`src/rtl/latent_pair_collector.sv`:
```
// Pairs mu/var dot-product results, buffers mu+var sums in a FWFT FIFO,
// streams them out over valid/ready and flags each completed latent frame.
module latent_pair_collector #(
   parameter int unsigned DATA_W   = 16,
   parameter int unsigned DEPTH    = 64,
   parameter int unsigned LATENT_N = 42,
   parameter bit          SAT      = 1'b0
) (
   input  logic                       clk,
   input  logic                       rst_n,
   input  logic                       clr,
   input  logic                       done,
   input  logic [DATA_W-1:0]          result,
   input  logic                       op_mode,
   output logic                       out_valid,
   input  logic                       out_ready,
   output logic [DATA_W-1:0]          out_data,
   output logic [$clog2(DEPTH):0]     count,
   output logic                       full,
   output logic                       frame_done,
   output logic                       seq_err,
   output logic                       overflow
);

   localparam int unsigned PTR_W = $clog2(DEPTH);
   localparam int unsigned CNT_W = PTR_W + 1;
   localparam int unsigned FRM_W = (LATENT_N > 1) ? $clog2(LATENT_N) : 1;

   typedef enum logic {
      IDLE    = 1'b0,
      HAVE_MU = 1'b1
   } state_t;

   state_t              state;
   logic                done_q;
   logic [DATA_W-1:0]   mu_reg;
   logic [PTR_W-1:0]    wr_ptr;
   logic [PTR_W-1:0]    rd_ptr;
   logic [FRM_W-1:0]    frame_cnt;
   logic [DATA_W-1:0]   mem [DEPTH];

   logic                capture_c;
   logic                pair_done_c;
   logic                pop_c;
   logic                push_ok_c;
   logic [DATA_W-1:0]   wrap_sum_c;
   logic [DATA_W-1:0]   sum_c;
   logic                pos_ovf_c;
   logic                neg_ovf_c;
   logic [CNT_W-1:0]    count_next_c;
   logic [PTR_W-1:0]    rd_ptr_next_c;
   logic [DATA_W-1:0]   head_next_c;

   // Capture detection, sum formation and FIFO next-state bookkeeping
   always_comb begin
      capture_c     = done_q & ~done;
      pair_done_c   = capture_c & (state == HAVE_MU) & op_mode;
      pop_c         = out_valid & out_ready;
      // A push into a full FIFO is still accepted when the head leaves this cycle
      push_ok_c     = pair_done_c & (~full | pop_c);

      wrap_sum_c    = mu_reg + result;
      pos_ovf_c     = ~mu_reg[DATA_W-1] & ~result[DATA_W-1] &  wrap_sum_c[DATA_W-1];
      neg_ovf_c     =  mu_reg[DATA_W-1] &  result[DATA_W-1] & ~wrap_sum_c[DATA_W-1];
      sum_c         = wrap_sum_c;
      if (SAT) begin
         if (pos_ovf_c)
            sum_c = {1'b0, {(DATA_W-1){1'b1}}};
         else if (neg_ovf_c)
            sum_c = {1'b1, {(DATA_W-1){1'b0}}};
      end

      count_next_c  = CNT_W'(count + CNT_W'(push_ok_c) - CNT_W'(pop_c));
      rd_ptr_next_c = pop_c ? PTR_W'(rd_ptr + PTR_W'(1)) : rd_ptr;
      // If the new head is the entry being written now, bypass the memory
      head_next_c   = (push_ok_c && (count == CNT_W'(pop_c))) ? sum_c : mem[rd_ptr_next_c];
   end

   // FIFO storage: written on every accepted push
   always_ff @(posedge clk) begin
      if (rst_n && !clr && push_ok_c)
         mem[wr_ptr] <= sum_c;
   end

   // Pairing FSM, FIFO pointers/occupancy, frame counter and sticky flags
   always_ff @(posedge clk) begin
      if (!rst_n) begin
         done_q     <= 1'b0;
         state      <= IDLE;
         mu_reg     <= '0;
         wr_ptr     <= '0;
         rd_ptr     <= '0;
         frame_cnt  <= '0;
         count      <= '0;
         full       <= 1'b0;
         out_valid  <= 1'b0;
         out_data   <= '0;
         frame_done <= 1'b0;
         seq_err    <= 1'b0;
         overflow   <= 1'b0;
      end else begin
         done_q     <= done;
         frame_done <= 1'b0;
         if (clr) begin
            state     <= IDLE;
            mu_reg    <= '0;
            wr_ptr    <= '0;
            rd_ptr    <= '0;
            frame_cnt <= '0;
            count     <= '0;
            full      <= 1'b0;
            out_valid <= 1'b0;
            out_data  <= '0;
            seq_err   <= 1'b0;
            overflow  <= 1'b0;
         end else begin
            if (capture_c) begin
               case (state)
                  IDLE: begin
                     if (!op_mode) begin
                        mu_reg <= result;
                        state  <= HAVE_MU;
                     end else begin
                        seq_err <= 1'b1;
                     end
                  end
                  HAVE_MU: begin
                     if (!op_mode) begin
                        mu_reg  <= result;
                        seq_err <= 1'b1;
                     end else begin
                        state <= IDLE;
                     end
                  end
                  default: state <= IDLE;
               endcase
            end

            // Frame counter follows pairings even when the push is dropped
            if (pair_done_c) begin
               if (frame_cnt == FRM_W'(LATENT_N - 1)) begin
                  frame_cnt  <= '0;
                  frame_done <= 1'b1;
               end else begin
                  frame_cnt <= FRM_W'(frame_cnt + FRM_W'(1));
               end
               if (!push_ok_c)
                  overflow <= 1'b1;
            end

            if (push_ok_c)
               wr_ptr <= PTR_W'(wr_ptr + PTR_W'(1));
            rd_ptr    <= rd_ptr_next_c;
            count     <= count_next_c;
            full      <= (count_next_c == CNT_W'(DEPTH));
            out_valid <= (count_next_c != '0);
            if (count_next_c != '0)
               out_data <= head_next_c;
         end
      end
   end

endmodule

```
`config.mk`:
```
export PLATFORM = sky130hd
export DESIGN_NAME = latent_pair_collector
export DESIGN_NICKNAME = d
export VERILOG_FILES = /design/src/rtl/latent_pair_collector.sv
export SDC_FILE = /design/constraint.sdc
export NUM_CORES = 1
export LEC_CHECK = 0
export ABC_AREA = 1
export BUFFER_PORTS_ARGS = -buffer_cell sky130_fd_sc_hd__buf_2
export CORE_ASPECT_RATIO = 1.75
export CORE_MARGIN = 10
export CORE_UTILIZATION = 45
export CTS_BUF_LIST = sky130_fd_sc_hd__clkbuf_2 sky130_fd_sc_hd__clkbuf_4 sky130_fd_sc_hd__clkbuf_8
export CTS_CLUSTER_DIAMETER = 50
export DETAILED_ROUTE_END_ITERATION = 10
export SLEW_MARGIN = 10
export SYNTH_ARGS = -nofsm -noshare
export SYNTH_HDL_FRONTEND = slang
export SYNTH_SLANG_ARGS = --single-unit
export TNS_END_PERCENT = 50
```
`constraint.sdc`:
```
create_clock -name clk -period 7.4 [get_ports clk]
set_input_delay 0.74 -clock clk [delete_from_list [all_inputs] [get_ports clk]]
set_output_delay 0.74 -clock clk [all_outputs]
set_load 0.1 [all_outputs]
```
## Yosys cells after proc, flatten, opt, wreduce, memory -nomap -nowiden

Memory sizes are Yosys's and may differ from the RTL's.
Index checks and enable logic that the tools add are counted.

| cells by class | value |
|---|---|
| multiply operators | 0 |
| reductions and logical operators | 10 |
| $add $sub $neg | 6 |
| shift-type cells | 0 |
| bitwise operators | 13 |
| order comparisons | 0 |
| div/mod/pow operators | 0 |
| mux-type cells | 11 |
| equality and inequality tests | 5 |

Operators with widths:

| operator | count |
|---|---|
| $mux 16 | 2 |
| $add 6x1->6 const B | 3 |
| $add 16x16->16 | 1 |
| $mux 6 | 2 |
| $add 7x1->7 | 1 |
| $eq 7x1->1 | 1 |
| $eq 7x7->1 const B | 1 |
| $not 1->1 | 7 |
| $reduce_bool 7->1 | 1 |
| $sub 7x1->7 | 1 |
| $eq 6x6->1 const B | 1 |
| $mux 1 | 6 |
| $and 1x1->1 | 5 |
| $ne 2x2->1 const B | 2 |
| $reduce_and 2->1 | 2 |
| $logic_and 1x1->1 | 3 |
| $reduce_and 3->1 | 1 |
| $reduce_or 3->1 | 1 |
| $pmux 1 s2 | 1 |
| $reduce_or 2->1 | 1 |
| $logic_not 1->1 | 1 |
| $or 1x1->1 | 1 |

| word-level totals | value |
|---|---|
| register bits after elaboration | 64 |
| memory bits (writable) | 1024 |
| memories kept | 1 |
| logic and storage cells | 59 |
| latch bits | 0 |
| ROM bits | 0 |

Memories:

| memory | words | bits a word | read ports | clocked after memory_dff | write ports | RTL line | text |
|---|---|---|---|---|---|---|---|
| mem | 64 | 16 | 1 | 0 | 1 | 40 | `logic [DATA_W-1:0] mem [DEPTH];` |

## Longest topological paths before layout

Gate-level depths: netlist of run 1.

| logic depth | value |
|---|---|
| depth in word-level cells | 8 |
| mapped depth | 24 |
| mapped depth without buffers | 23 |

## Worst setup path before layout of run 1

OpenSTA, ideal clock, no wires.

| timing | value |
|---|---|
| path type | input -> register |
| start point | input port result[0] |
| end point | memory mem[0][8] (data pin) |
| data required time | 6.826 ns |
| path slack | 3.025 ns |
| data arrival time | 3.800 ns |
| path buffers | 0 |
| stages | 8 |
| setup time | 0.574 ns |
| cell sequence | ha_1 inv_1 fa_1 o21ai_0 a21oi_1 nor2_1 nor2_1 xnor2_1 |

| between the ends | value |
|---|---|
| cells in the longest elaborated chain, start to end | 1 |

RTL lines:

| what | RTL line | text |
|---|---|---|
| from (decl) | 13 | `input logic [DATA_W-1:0] result,` |
| $add 16x16->16 | 62 | `wrap_sum_c = mu_reg + result;` |
| named net sum_c[8] | 47 | `logic [DATA_W-1:0] sum_c;` |
| to (decl) | 40 |  |

The timed path passes the listed nets, and every way through them passes these cells.

## Final worst setup path of run 1

| timing | value |
|---|---|
| start point | register out_valid |
| end point | register out_data[4] |

| between the ends | value |
|---|---|
| cells in the longest elaborated chain, start to end | 6 |

RTL lines:

| what | RTL line | text |
|---|---|---|
| from (decl) | 15 | `output logic out_valid,` |
| from (signal assigned) | 156 | `out_valid <= (count_next_c != '0);` |
| $and 1x1->1 (*) | 58 | `pop_c = out_valid & out_ready;` |
| $or 1x1->1 | 60 | `push_ok_c = pair_done_c & (~full \| pop_c);` |
| $and 1x1->1 | 60 |  |
| $add 7x1->7 | 73 | `count_next_c = CNT_W'(count + CNT_W'(push_ok_c) - CNT_W'(pop_c));` |
| $sub 7x1->7 | 73 |  |
| $reduce_bool 7->1 | 157 | `if (count_next_c != '0)` |
| to (signal assigned) | 158 | `out_data <= head_next_c;` |
| to (decl) | 17 | `output logic [DATA_W-1:0] out_data,` |

Every way passes the cells marked *; elsewhere a longest branch is shown, timed or not.
A chain may end at the register's enable or synchronous reset.

==> results of run 1 <==
-- Yosys cell counts (all sizes together) --
master | n | area [um2]
a211oi | 2 | 15.01
a21boi | 1 | 7.510
a21o | 3 | 22.52
a21oi | 58 | 301.5
a221oi | 1 | 8.760
a31o | 1 | 8.760
a31oi | 1 | 6.260
and2 | 1 | 6.260
and3 | 1 | 6.260
buf | 203 | 1091
clkbuf | 38 | 142.6
clkinv | 3 | 11.26
dfxtp | 64 | 1281
edfxtp | 1024 | 30750
fa | 2 | 40.04
ha | 28 | 350.3
inv | 627 | 2354
nand2 | 721 | 2724
nand3 | 702 | 3518
nand3b | 91 | 683.2
nand4 | 4 | 25.02
nor2 | 129 | 509.2
nor3 | 6 | 30.03
nor3b | 3 | 22.52
o211ai | 315 | 2365
o21ai | 56 | 280.3
o31ai | 1 | 7.510
or2 | 1 | 6.260
xnor2 | 11 | 111.4
xor2 | 11 | 103.9
-- report_power, final --
group,switching (W),internal (W)
logic,0.000991,0.000307
clock network,0.00229,0.00245
registers,0.0000335,0.00678
total,0.00332,0.00953
-- path summary, 6_finish.rpt --
| path | to | slack [ns] | cells past startpoint |
|---|---|---|---|
| worst max-delay path | out_data[4]$_SDFFE_PP0P_ | 2.98 | 15 |
| worst min-delay path | done_q$_SDFF_PN0_ | 0.09 | 3 |
| worst max register to register | out_data[4]$_SDFFE_PP0P_ | 2.98 | 15 |
| worst min register to register | mu_reg[7]$_SDFFE_PP0P_ | 0.47 | 2 |
-- area by class of cell --
cell class	instances	area, um2
Antenna cell	2	5.005
Clock buffer	210	2552
Clock inverter	68	469.2
Fill cell	9096	51560
Inverter	630	2367
Multi-Input combinational cell	2150	11420
Sequential cell	1088	32030
Tap cell	1343	1680
Timing Repair Buffer	161	1161
-- logic make-up after synthesis --
logic type                 synth area share (%)
and+or+nand+nor                           16.10
DFF                                       68.46
AOI/OAI and AO/OA                         6.461
buffers and inverters                     7.691
xor gates and xnor gates                 0.4600
adders and majority gates                0.8343
-- tightest hold or removal path, stage by stage --
cell and delay (ns):
buf_2 0.08, nand2_1 0.04, inv_1 0.04
-- stage by stage --
step / util, % / cell area [um2] / cells / power [W] / hold WS (ns)
floorplan: - / 46790 / 4109 / 0.007849 / 0.4447
global placement: 47.13 / 48660 / 5372 / 0.008231 / 0.4394
detailed placement: 47.13 / 48660 / 5372 / 0.008240 / 0.4597
finish: 50.06 / 51690 / 5652 / 0.01285 / 0.08637
CTS: 50.06 / 51680 / 5650 / 0.01292 / 0.007845
global route: 50.06 / 51690 / 5652 / 0.01328 / 0.08205
-- per-layer routing --
metal	global-route usage (%)	wire, um	share of wire, %
met3	3.474	7410	5.7
met2	38.28	66630	51
met5	0	0	0
met1	25.06	48750	37
met4	13.47	8177	6.2
==> results.md, run 1 <==
Hold path:
- The min-delay analysis places its worst path in the category input pin to register.
- In this run the most critical hold path is launched from rst_n.

STA:
- The setup TNS is 0 ns.
- The shortest period the worst path allows is 4.425 ns.
- The max-slew headroom at the worst pin is 21.16%.
- After layout, the worst setup slack is between 2 and 3 ns.
- The hold violation total from the final report is 0.
- The top achievable clock speed is 226.0 MHz.
- The number of failing setup endpoints in the final timing report is 0.
- The transition time at the pin with the least slew margin is about 1.2 ns.
- The clock arrives with 0.03182 ns of skew.
- Of the available clock period, the critical path in the final layout requires 59.79%.
- The number of pins exceeding their max-slew limit in the final report is 0.
- Setup repair after global routing left no endpoint under its margin.

Setup path:
- In this design, the largest share of critical-path delay is due to simple AND/OR/NAND/NOR gates.
- The dominant cell type by count on the critical path is nand3_1.
- The sum of buffers and inverters on the critical path is 3.
- The worst-path cell with the longest stage delay is buf_4.
- The critical path goes through nand2_4 > nand2_4 > nand2_8 > clkinv_2 > buf_4 > buf_4 > nand2_1 > nand3_1 > nand3_1 > nand3_1 > nand3_1 > nand3_1 > nand3_1 > nand2_1 > nand2_1.
- The worst setup path is launched from a register.
- The critical path is of the register to register type.
- For this run, the slowest stage of the critical path takes 0.67 ns.
- At the worst endpoint, the arrival time is 5.19 ns.
- The largest driver fanout on the critical path is 48.
- At the worst endpoint, the required time is 8.16 ns.
- The critical register-to-register path startpoint is out_valid$_SDFF_PP0_.
- Tracing the worst setup path back leads to its startpoint at out_valid$_SDFF_PP0_.
- The category of the worst setup path capture point is a register.

Floorplanning:
- The die is approximately 260 um wide.
- The total die area is between 0.1 and 0.15 mm2.
- The die outline height is 446.6 um.
- The number of top-level pins is 50.
- In this run the core area contains 156 standard-cell rows.
- The core outline area is 0.1033 mm2.
- For this configuration, the core starts out at a cell density of 45.31%.

Logic synthesis:
- Sequential elements use roughly two thirds of the synthesized area.
- The post-synthesis net count is 4161.
- Synthesis handed over a netlist of 4109 instances.
- Dividing the synthesized area by the synthesized cell count gives 11.39 um2.
- The Yosys step of the flow raised 0 warnings.
- In this run the cell area of the synthesized design comes to around 0.047 mm2.
- The count of cell types in the netlist is 43.
- Counting flops and latches in the post-synthesis netlist gives 1088.

Routing:
- The final antenna-violating net count is 0.
- The final routed DRC violation total is 0.
- The first detailed-routing pass took 5 iterations.
- The detailed router finished its first iteration with 2923 violations.
- Summed over all layers, the routed wires come to 131.0 mm.
- In the routed layout, each cell is associated on average with a via count of roughly 5.5.
- Dividing the detail-routed wire length by the instance count gives 23.17 um.
- The routed layout has 31.14k vias.

Power:
- The peak ir drop on the vdd network is around 0.00022 V.
- The total leakage power is 20.09 nW.
- For this design the ratio of total power to cell area is 248.6 mW/mm2.

GRT:
- For this run the aggregate overflow at the end of global routing stands at 0.
- The global-route wire length before repair is 194.2 mm.
- The number of global-route vias before repair is 30.11k.
- Entering global routing, the biggest net connects between 200 and 250 pins.
- The total track usage is 21.97%.
- The initial antenna violation count was 3.

Clock tree:
- TritonCTS built the clock tree.
- Once the clock tree was built, the setup fixing pass inserted 0 buffers.
- The count of hold buffers inserted by post-cts repair is 0.
- The largest buffer count on any clock path is 3.
- The clock latency of the later-clocked register in the worst-skew pair is ~0.86 ns.
- For this design, the sink count on the clock tree is 1088.
- The clock-pin slew on the worst setup and hold paths is roughly 0.070 ns.
- CTS built an H-tree with a depth of 4.
- The number of buffers created by CTS is 153.
- The number of gates resized after CTS is 0.
- The root buffer cell chosen for the clock tree is clkbuf_8.

Finish:
- The synthesis-to-finish area growth is 10.47%.
- The leading cell type in the layout, fill and taps excluded is edfxtp_1.
- The flip-flop count of the largest register after layout is 1024.
- In the layout the commonest cells are edfxtp_1, nand2_1, nand3_1, inv_1, o211ai_1.
- Of the cells placed in the final design, the portion with a size suffix greater than 1 is around a tenth.
- For this run, the post-layout net count is 4236.

Status:
- The flow ran to the end, and the final reports show no timing, DRC or antenna violations.

Placed design:
- The number of buffers inserted by port buffering is 49.
- The congestion estimate from routability-driven global placement came to 0.8656.
- Prior to clock tree synthesis, the placed netlist has a worst setup slack of 2.593 ns.
- Detailed placement finished with a half-perimeter wire length of 76.32 mm.

Flow run:
- The max-cap violation count is 0.
Note: power is estimated with default switching activity, not from simulation.
==> run 2: changes to the inputs <==
--- a/config.mk
+++ b/config.mk
@@ -5,7 +5,7 @@
 export SDC_FILE = /design/constraint.sdc
 export NUM_CORES = 1
 export LEC_CHECK = 0
-export ABC_AREA = 1
+export ABC_AREA = 0
 export BUFFER_PORTS_ARGS = -buffer_cell sky130_fd_sc_hd__buf_2
 export CORE_ASPECT_RATIO = 1.75
 export CORE_MARGIN = 10
==> constraint.sdc (replaced) <==
create_clock -name clk -period 3.6 [get_ports clk]
set_input_delay 0.36 -clock clk [delete_from_list [all_inputs] [get_ports clk]]
set_output_delay 0.36 -clock clk [all_outputs]
set_load 0.1 [all_outputs]
==> run 2 against run 1 <==
First-iteration DRC count is 3.6% lower; via count is 8.7% lower; final area is 1.3% lower; critical path type unchanged; largest power group unchanged.
==> results.md, run 2 <==
Power:
- The total leakage power is 18.13 nW (was 20.09 nW).
- The power density relative to cell area came to 503.8 mW/mm2 (was 248.6 mW/mm2).
- The peak ir drop on the vdd network is 0.0003667 V (was 0.0002243 V).

STA:
- The worst hold slack after final layout was 0.07946 ns (was 0.08637 ns).
- The top achievable clock speed is 281.2 MHz (was 226.0 MHz).
- The hold violation total from the final report was 0 (unchanged).
- The transition time at the pin with the least slew margin is 1.284 ns (was 1.177 ns).
- The number of failing setup endpoints in the final timing report is 0 (unchanged).
- The post-route clock period utilization came to 98.80% (was 59.79%).
- Setup repair after global routing missed its margin: yes (was no).
- The max-slew headroom at the worst pin came to 14.40% (was 21.16%).
- The number of pins exceeding their max-slew limit in the final report is 0 (unchanged).
- The shortest period the worst path allows is 3.557 ns (was 4.425 ns).
- The clock skew after layout was 0.03430 ns (was 0.03182 ns).

GRT:
- The number of global-route vias before repair was 28.41k (was 30.11k).
- The final global-route overflow total came to 0 (unchanged).
- The global-route wire length before repair is 190.6 mm (was 194.2 mm).
- The total track usage came to 23.59% (was 21.97%).
- The initial antenna violation count came to 4 (was 3).
- The maximum number of pins on one net before global-route repair is 91 (was 209).

Clock tree:
- The TritonCTS clock tree is yes (unchanged).
- The clock latency of the later-clocked register in the worst-skew pair was 0.86 ns (about the same).
- The number of buffers created by CTS was 151 (was 153).
- The library cell used as clock root buffer is clkbuf_8 (unchanged).
- The clock-pin slew on the worst setup and hold paths is 0.07 ns (about the same).
- The total number of clock tree sinks came to 1088 (unchanged).
- The largest buffer count on any clock path is 3 (unchanged).
- The H-tree depth was 4 (unchanged).

Finish:
- The end-of-flow core utilization came to 52.76% (was 50.06%).
- The filler-free cell count of the finished design is 4868 (was 5652).
- Commonest non-fill, non-tap cells in the layout: edfxtp_1, nand2_1, buf_4, nand3_1, mux2i_1 (was edfxtp_1, nand2_1, nand3_1, inv_1, o211ai_1).
- The fraction of layout instances using a drive strength above 1 is 19.12% (was 10.36%).
- The number of nets in the layout is 3491 (was 4236).
- The flip-flop count of the largest register after layout came to 1024 (unchanged).
- The leading cell type in the layout, fill and taps excluded is edfxtp_1 (unchanged).
- The synthesis-to-finish area growth is 16.60% (was 10.47%).

Logic synthesis:
- The number of warning messages in the yosys log is 0 (unchanged).
- The share of synthesized registers carrying an async set or reset is 0% (unchanged).
- The predominant post-synthesis flop cell is edfxtp_1 (unchanged).
- The post-synthesis share of cell area spent on and, or, nand and nor gates was 11.33% (was 16.10%).
- The top cell type by total area after synthesis is edfxtp_1 (unchanged).
- The xor and xnor fraction of the mapped netlist area is 0.6546% (was 0.4600%).
- The fraction of post-synthesis cell area in the top cell type by area is 70.25% (was 65.72%).
- The count of cell types in the netlist is 72 (was 43).
- The synthesized-area fraction occupied by ao, oa, aoi and oai cells was 6.366% (was 6.461%).
- The main combinational cell family by area after synthesis is simple AND/OR/NAND/NOR gates (unchanged).
- The mux share of post-synthesis cell area is 5.160% (was 0%).
- The cell area after synthesis was 0.04377 mm2 (was 0.04679 mm2).
- The number of standard cells after synthesis is 3092 (was 4109).
- The mean area per synthesized cell is 14.16 um2 (was 11.39 um2).
- The number of synthesized register bits is 1088 (unchanged).
- The number of synthesized flops with an enable pin is 1024 (unchanged).
- The sequential area share after synthesis came to 73.18% (was 68.46%).
- The most common cell in the synthesized netlist is edfxtp_1 (unchanged).
- The post-synthesis net count is 3144 (was 4161).
- Synth cell count leaders: edfxtp_1, nand2_1, nand3_1 (unchanged).
- The post-synthesis adder-cell area fraction is 0.8918% (was 0.8343%).
- Main area contributors after synthesis: edfxtp_1, nand2_1, mux2i_1 (was edfxtp_1, nand3_1, nand2_1).

Setup path:
- The largest driver fanout on the critical path is 33 (was 48).
- The critical path's largest stage delay is 0.70 ns (was 0.67 ns).
- The data required time of the worst path is 4.35 ns (was 8.16 ns).
- The launch point of the worst path is rd_ptr[0]$_SDFF_PP0_ (was out_valid$_SDFF_PP0_).
- The critical register-to-register path startpoint is rd_ptr[0]$_SDFF_PP0_ (was out_valid$_SDFF_PP0_).
- The kind of critical path is register to register (unchanged).
- The category of the worst setup path capture point is a register (unchanged).
- Ordered list of cells on the worst path: ha_1 > and3_1 > a21oi_4 > buf_12 > buf_4 > a31oi_1 > o21ai_0 > a21boi_1 > a211oi_1 > a21oi_1 (was nand2_4 > nand2_4 > nand2_8 > clkinv_2 > buf_4 > buf_4 > nand2_1 > nand3_1 > nand3_1 > nand3_1 > nand3_1 > nand3_1 > nand3_1 > nand2_1 > nand2_1).
- The worst endpoint data arrival time was 4.30 ns (was 5.19 ns).
- The worst-path cell with the longest stage delay is o21ai_0 (was buf_4).
- The reg-to-reg setup timing slack came to 0.04 ns (was 2.98 ns).
- The endpoint of the lowest-slack register-to-register path was out_data[0]$_SDFFE_PP0P_ (was out_data[4]$_SDFFE_PP0P_).
- The capturing instance or port of the critical path is out_data[0]$_SDFFE_PP0P_ (was out_data[4]$_SDFFE_PP0P_).
- The depth of the worst register-to-register path is 10 (was 15).
- The nature of the critical path startpoint is a register (unchanged).

Routing:
- The routed wire length is 131.9 mm (was 131.0 mm).
- The via total after detailed routing is 28.44k (was 31.14k).
- The post-detailed-route wirelength per cell came to 27.09 um (was 23.17 um).
- The final antenna-violating net count is 0 (unchanged).
- The length of the first detailed-routing pass in iterations is 6 (was 5).
- The final routed DRC violation total is 0 (unchanged).
- The starting DRC count in detailed routing was 2817 (was 2923).
- The post-detailed-route via-to-cell ratio is 5.841 (was 5.510).

Placed design:
- The number of cells after detailed placement is 4560 (was 5372).
- The number of buffers inserted by port buffering is 49 (unchanged).
- The routability congestion estimate from global placement is 0.9262 (was 0.8656).
- The estimated wirelength of the detail-placed design is 85.93 mm (was 76.32 mm).

Floorplanning:
- The starting density of the core is 45.25% (was 45.31%).
- The die outline height is 432.6 um (was 446.6 um).
- The number of top-level pins was 50 (unchanged).
- The number of rows in the core area came to 151 (was 156).
- The die extent in x came to 255.8 um (was 263.8 um).
- The core outline area came to 0.09673 mm2 (was 0.1033 mm2).
- The total die area was 0.1106 mm2 (was 0.1178 mm2).

Flow run:
- The max-cap violation count is 0 (unchanged).

Hold path:
- The class of the worst hold path is input pin to register (unchanged).

Status:
- Outcome: completed (unchanged).
run 2: changes by cell type after synthesis, sizes merged, moves of 79 or more:
cell | previous run | this run
inv | 627 | 23
nand3 | 702 | 206
o211ai | 315 | 3
mux2i | 0 | 166
a31oi | 1 | 89
nand3b | 91 | 6
a32oi | 0 | 79
run 2: worst min path at each step:
stage,cells after the start,from,end,slack [ns]
3_5_place_dp,2,mu_reg[5]$_SDFFE_PP0P_,mu_reg[5]$_SDFFE_PP0P_,0.46
6_report,5,out_ready,overflow$_SDFFE_PP0P_,0.08
5_1_grt,5,out_ready,overflow$_SDFFE_PP0P_,0.06
2_1_floorplan,2,mu_reg[0]$_SDFFE_PP0P_,mu_reg[0]$_SDFFE_PP0P_,0.44
4_1_cts,5,out_ready,overflow$_SDFFE_PP0P_,0.007
3_3_place_gp,2,seq_err$_SDFFE_PP0P_,seq_err$_SDFFE_PP0P_,0.45
run 2: cell type report:
| cell class | count | area [um2] |
|---|---|---|
| multi-input combinational | 1799 | 11040 |
| fill | 8111 | 45690 |
| clock inverter | 74 | 515.5 |
| timing repair buffer | 376 | 3219 |
| tap | 1300 | 1627 |
| inverter | 23 | 86.33 |
| sequential | 1088 | 32040 |
| clock buffer | 201 | 2497 |
| antenna | 7 | 17.52 |
run 2: kinds of logic (layout without fill, tap and decap cells):
group | Yosys count | in the layout
DFF | 1088 | 1088
muxes | 193 | 193
and+or+nand+nor | 1142 | 1142
other | 0 | 7
xor gates and xnor gates | 31 | 31
AOI/OAI and AO/OA | 403 | 403
adders and majority gates | 30 | 30
buffers and inverters | 205 | 674
run 2: where the power goes:
part / internal, W / switching [W]
Combinational: 0.000694 / 0.00148
Clock: 0.00497 / 0.00461
Sequential: 0.0139 / 0.0000526
Total: 0.0196 / 0.00615
run 2: metal layers:
metal | up-vias | GRT usage [%] | share of wire [%]
li1 | 12430 | - | -
met1 | 14330 | 26.62 | 35
met2 | 1295 | 40.10 | 50
met3 | 383 | 4.318 | 7.2
met4 | 0 | 16.86 | 7.9
met5 | - | 0 | 0
run 2: repair_timing:
| item | CTS | global route |
|---|---|---|
| setup buffers | 2 | 3 |
| pin swaps | 2 | 4 |
| endpoints found under the setup margin | 8 | 16 |
| cloned | 0 | 0 |
| endpoints found under the hold margin | 25 | 0 |
| resized for setup | 8 | 9 |
| hold buffers | 21 | 0 |
run 2: critical path, delay by kind of cell (launching register included):
kind,cells,cell delay [ns]
AOI/OAI and AO/OA,6,2.01
buffers and inverters,2,0.54
DFF,1,0.43
adders and majority gates,1,0.26
and+or+nand+nor,1,0.18
run 2: stage by stage:
step                area [um2]  total power (W)  TNS [ns]  setup WS [ns]
global placement         47700          0.01629    -2.571        -0.3658
CTS                      50960          0.02586         0       0.002847
finish                   51040          0.02571         0        0.04332
global route             51020          0.02655  -0.02208       -0.02208
floorplan                43870          0.01554    -9.742        -0.1057
detailed placement       47700          0.01633    -2.364        -0.3468
